**src/rtl/vcb_mod_counter_pkg.sv**
```systemverilog
// ---------------------------------------------------------------------------
// vcb_mod_counter_pkg
//   Shared constants for the modulo-N counter family: direction and mode
//   encodings plus the compile-time check that a modulus fits its width.
//   No ports; imported by vcb_tc_cmp and vcb_mod_counter.
// ---------------------------------------------------------------------------
package vcb_mod_counter_pkg;

  // Direction encoding for the 'up' input
  localparam logic VCB_DN = 1'b0;
  localparam logic VCB_UP = 1'b1;

  // Mode encoding for the 'oneshot' input
  localparam logic VCB_PERIODIC = 1'b0;
  localparam logic VCB_ONESHOT  = 1'b1;

  // A modulus is usable when it has at least two states and all of
  // 0..m-1 are representable in w bits.
  function automatic bit moduloInRange(input int w, input int m);
    return (m >= 2) && (longint'(m) <= (longint'(1) << w));
  endfunction

endpackage

```
**src/rtl/vcb_tc_cmp.sv**
```systemverilog
// ---------------------------------------------------------------------------
// vcb_tc_cmp
//   Combinational terminal-count detector, shared by the counter's
//   next-state logic and its TC/CEO outputs.
// Ports:
//   q      in  W  current counter value
//   up     in  1  direction (1 = up, 0 = down)
//   at_max out 1  q equals MODULO-1
//   at_min out 1  q equals 0
//   TC     out 1  terminal count for the current direction
// ---------------------------------------------------------------------------
module vcb_tc_cmp
  import vcb_mod_counter_pkg::*;
#(
  parameter int W      = 4,
  parameter int MODULO = 16
) (
  input  logic [W-1:0] q,
  input  logic         up,
  output logic         at_max,
  output logic         at_min,
  output logic         TC
);

  localparam logic [W-1:0] LP_MAX = W'(MODULO - 1);

  // Terminal is the top of the range when counting up and zero when
  // counting down; it follows 'up' with no register in between.
  always_comb begin
    at_max = (q == LP_MAX);
    at_min = (q == '0);
    TC     = (up == VCB_UP) ? at_max : at_min;
  end

endmodule

```
**src/rtl/vcb_mod_counter.sv**
```systemverilog
// ---------------------------------------------------------------------------
// vcb_mod_counter
//   Parametrised modulo-N up/down counter with clock enable, synchronous
//   set, saturating parallel load and a periodic / one-shot mode. TC and
//   CEO allow ripple-enable cascading into multi-digit counters.
// Ports:
//   clk     in  1  clock, rising edge
//   rst_n   in  1  asynchronous active-low reset
//   ce      in  1  count enable
//   s       in  1  synchronous set to MODULO-1 (highest priority)
//   load    in  1  synchronous load of din (saturated to MODULO-1)
//   din     in  W  load value
//   up      in  1  1 = count up, 0 = count down
//   oneshot in  1  1 = stop at terminal count, 0 = wrap
//   Q       out W  counter value
//   TC      out 1  terminal count (combinational)
//   CEO     out 1  cascade enable = ce & TC & ~DONE (combinational)
//   DONE    out 1  one-shot finished flag (registered)
// ---------------------------------------------------------------------------
module vcb_mod_counter
  import vcb_mod_counter_pkg::*;
#(
  parameter int W      = 4,
  parameter int MODULO = 16
) (
  input  logic         clk,
  input  logic         rst_n,
  input  logic         ce,
  input  logic         s,
  input  logic         load,
  input  logic [W-1:0] din,
  input  logic         up,
  input  logic         oneshot,
  output logic [W-1:0] Q,
  output logic         TC,
  output logic         CEO,
  output logic         DONE
);

  localparam logic [W-1:0] LP_MAX = W'(MODULO - 1);
  localparam logic [W-1:0] LP_ONE = W'(1);

  // Reject moduli that cannot be represented or would give a single state.
  generate
    if (!moduloInRange(W, MODULO)) begin : g_badModulo
      $error("vcb_mod_counter: MODULO must satisfy 2 <= MODULO <= 2**W");
    end
  endgenerate

  logic [W-1:0] r_q;
  logic         r_done;
  logic [W-1:0] w_qNext;
  logic         w_doneNext;
  logic         w_atMax;
  logic         w_atMin;
  logic         w_tc;
  logic         w_countEn;

  vcb_tc_cmp #(
    .W      (W),
    .MODULO (MODULO)
  ) u_tcCmp (
    .q      (r_q),
    .up     (up),
    .at_max (w_atMax),
    .at_min (w_atMin),
    .TC     (w_tc)
  );

  // A finished one-shot ignores ce until it is re-armed by s, load or a
  // return to periodic mode.
  assign w_countEn = ce & ~r_done;

  // Next-state selection in priority order s > load > count > hold.
  // Wrapping is an explicit compare-and-select, so moduli that are not a
  // power of two never rely on natural overflow of the register width.
  always_comb begin
    w_qNext    = r_q;
    w_doneNext = r_done;
    if (s) begin
      w_qNext    = LP_MAX;
      w_doneNext = 1'b0;
    end else if (load) begin
      w_qNext    = (din > LP_MAX) ? LP_MAX : din;
      w_doneNext = 1'b0;
    end else begin
      if (oneshot == VCB_PERIODIC) begin
        w_doneNext = 1'b0;
      end
      if (w_countEn) begin
        if ((oneshot == VCB_ONESHOT) && w_tc) begin
          w_doneNext = 1'b1;
        end else if (up == VCB_UP) begin
          w_qNext = w_atMax ? '0 : (r_q + LP_ONE);
        end else begin
          w_qNext = w_atMin ? LP_MAX : (r_q - LP_ONE);
        end
      end
    end
  end

  // State registers; reset abandons any one-shot in progress.
  always_ff @(posedge clk or negedge rst_n) begin
    if (!rst_n) begin
      r_q    <= '0;
      r_done <= 1'b0;
    end else begin
      r_q    <= w_qNext;
      r_done <= w_doneNext;
    end
  end

  assign Q    = r_q;
  assign DONE = r_done;
  assign TC   = w_tc;
  assign CEO  = ce & w_tc & ~r_done;

endmodule

```
**config.mk**
```make
export PLATFORM = sky130hd
export DESIGN_NAME = vcb_mod_counter
export DESIGN_NICKNAME = d
export VERILOG_FILES = /design/src/rtl/vcb_mod_counter_pkg.sv /design/src/rtl/vcb_tc_cmp.sv /design/src/rtl/vcb_mod_counter.sv
export SDC_FILE = /design/constraint.sdc
export NUM_CORES = 1
export LEC_CHECK = 0
export CORE_AREA = 2 2 39 41
export CTS_BUF_LIST = sky130_fd_sc_hd__clkbuf_16
export DETAILED_ROUTE_END_ITERATION = 16
export DIE_AREA = 0 0 41 43
export GPL_TIMING_DRIVEN = 0
export PLACE_DENSITY = 0.69
export SYNTH_ARGS = -nofsm -noshare
export SYNTH_HDL_FRONTEND = slang
export SYNTH_SLANG_ARGS = --single-unit
```
**constraint.sdc**
```tcl
create_clock -name clk -period 3.2 [get_ports clk]
set_input_delay 0.64 -clock clk [delete_from_list [all_inputs] [get_ports clk]]
set_output_delay 0.64 -clock clk [all_outputs]
set_load 0.005 [all_outputs]
```
==> run summary <==
Status - complete, no violations
Leak pwr - 0.313 nW
PwrDens - 515 mW/mm^2
Crit-path max FO - 10
Fin. Hold Viols - 0
Total Routing Usage GR - 15.5%
Synth Area in Adders - 5.35%
Main combinational cell family by area after synthesis - compound AO/OA/AOI/OAI gates
Post-CTS Hold Buffers - 0
Post-synthesis cell type count - 33
Max Root-Sink Buffers - 2
Share of layout cells above drive strength 1 - 10.5%
Worst Slack Setup Final - 330 ps
Worst hold margin - 574 ps
Worst VDD drop - 0.369 mV
Mapped Cells - 57
Core Rows - 14
I/O pin count - 18
RSZ-0062 raised after global routing - false
Clock insertion delay at the later pin of the skew report - 230 ps
Number of H-tree levels - 1
Ys Warns - 0
Clock buffers created by TritonCTS - 3
WL met3 - 59 microns
Skew final - 3.73 ps
Crit path DAT - 2230 ps
First-pass GRT wire length - 1880 microns
Die Span Y - 43 microns
Synthesized area - 468 sq um
Fin crit share - 89.7%
Worst slew margin - 74.8%
Top Layer Used - met3
Root Driver - clkbuf_16
WL/cell - 12.7 microns
Wl on met1 - 542 microns
Clock tree from TritonCTS - built
# port buffers - 15
Mux cell area share after synthesis - 4.55%
Detail Route Antenna Nets - 0
Routed WL - 1170 microns
Die width - 41 microns
CP endpoint kind - primary output
Remaining DRCs - 0
Startpoint types - register
Sequential fraction of the synthesis area - 26.7%
Post-CTS sizing - 0
Max Clk Rate - 0.348 GHz
XOR/XNOR Fraction of Synth Area - 1.87%
Clk sinks - 5
Avg Cell Area, Syn - 8.21 sq um
Final min period - 2870 ps
Initial Utilization - 33.8%
Final Cell Area - 717 sq um
Commonest non-fill, non-tap cell in the layout - clkdlybuf4s50_1
Most frequent cells in the layout - clkdlybuf4s50_1 (15), inv_1 (6), a21oi_1 (6)
Simple-Gate Fraction of Synth Area - 25.9%
Overflow after GRT - 0
Dpl cell area - 638 sq um
Setup tns final - 0 ps
Initial antenna violation count - 0
Reg clk slew, reported paths - 40 ps
Worst slew pin tran - 378 ps
RePlAce Congestion - 0.820
Vias - 523
Syn Nets - 70
R2r setup slk - 1040 ps
Layout area overhead - 53.2%
Vias/cell - 5.68
Post-Place Setup Slack - 464 ps
Layout Nets - 90
Max Slew Vio Count - 0
Finish-stage setup viols - 0
Vias in the first global route - 459
Max-Cap Viols - 0
Pin count of the biggest net entering global routing - 11
Met2 Wirelength - 564 microns
CP required - 2560 ps
Worst hold path class - register to register
Antenna diode count - 0
Post-synthesis register bit count - 5
CP Class - register to primary output
Initial DRC count - 21
Pre-Repair DR Iteration Count - 4
Die area - 0.00176 sq mm
Synth Area in Compound Gates - 27.5%
Dpl hpwl - 863 microns
# Post-CTS Setup Buffers - 0
CORE AREA - 0.00138 sq mm
# fillers - 131
[critical path, stage by stage, from the launching register on]
cell and delay (ps):
dfrtp_1 470, inv_1 90, ha_1 200, or4b_4 490
a21oi_1 210, clkdlybuf4s50_1 530
[Yosys cell counts]
library cell | number | area [sq um]
nand4b_1 | 1 | 8.76
nor4b_1 | 1 | 8.76
o21ba_2 | 1 | 10.0
or3b_2 | 1 | 8.76
and3_1 | 1 | 6.26
xor2_1 | 1 | 8.76
mux2_2 | 1 | 11.3
buf_6 | 1 | 11.3
nand4_1 | 1 | 6.26
and2_1 | 1 | 6.26
o221ai_1 | 1 | 8.76
a31oi_1 | 3 | 18.8
a211oi_1 | 1 | 7.51
o311ai_0 | 1 | 8.76
or3_1 | 1 | 6.26
nand3_1 | 1 | 5.00
nor2_1 | 4 | 15.0
a2111o_1 | 1 | 11.3
nand2b_1 | 3 | 18.8
o211a_1 | 1 | 10.0
o21ai_1 | 1 | 5.00
a221oi_1 | 1 | 8.76
nand2_1 | 3 | 11.3
mux2i_1 | 1 | 10.0
nor4_1 | 1 | 6.26
ha_1 | 2 | 25.0
buf_1 | 1 | 3.75
o21ai_0 | 2 | 10.0
or4b_4 | 1 | 13.8
inv_1 | 5 | 18.8
dfrtp_1 | 5 | 125
a21oi_1 | 6 | 30.0
clkbuf_1 | 1 | 3.75
[state kept, by name (all words and copies together), names as in the netlist]
name and count:
DONE 1, Q 4
[power breakdown]
part | switching, mW | leakage (nW) | total (mW) | internal (mW)
Combinational | 0.0359 | 0.216 | 0.0841 | 0.0482
Clock | 0.0428 | 0.0423 | 0.205 | 0.162
Sequential | 0.0106 | 0.0547 | 0.0800 | 0.0694
[final timing paths]
check,start,to,cells after the start
setup / recovery,Q[0]$_DFFE_PN0P_,CEO,5
hold / removal,DONE$_DFF_PN0_,DONE$_DFF_PN0_,1
setup reg to reg,Q[0]$_DFFE_PN0P_,Q[2]$_DFFE_PN0P_,6
hold reg to reg,DONE$_DFF_PN0_,DONE$_DFF_PN0_,1
max in group asynchronous,rst_n,Q[1]$_DFFE_PN0P_,1
min in group asynchronous,rst_n,DONE$_DFF_PN0_,1
[through the flow]
step,std cells,util (%),power (mW)
after floorplan,57,-,0.126
after global placement,88,46.1,0.163
after detailed placement,88,46.1,0.164
after CTS,92,51.8,0.371
after global routing,92,51.8,0.390
final,92,51.8,0.369
[cell families (layout without fill, tap and decap cells)]
group                      count (synthesis)  in the layout
adders and majority gates                  2              2
and+or+nand+nor                           20             20
muxes                                      2              2
xor gates and xnor gates                   1              1
AOI/OAI and AO/OA                         19             19
buffers and inverters                      8             27
DFF                                        5              5
[routing by layer]
layer  up-vias  GRT usage [%]
met2        13           22.8
met4         0           4.00
met5         -              0
met1       255           20.5
li1        255              -
met3         0           6.28
[final cells by class]
class | count | area (sq um) | area share, %
Buffer | 3 | 18.8 | 2.62
Clock buffer | 3 | 75.1 | 10.5
Clock inverter | 1 | 3.75 | 0.524
Inverter | 5 | 18.8 | 2.62
Multi-Input combinational cell | 44 | 305 | 42.6
Sequential cell | 5 | 125 | 17.5
Tap cell | 16 | 20.0 | 2.79
Timing Repair Buffer | 15 | 150 | 20.9
(Power assumes the default switching activity.)
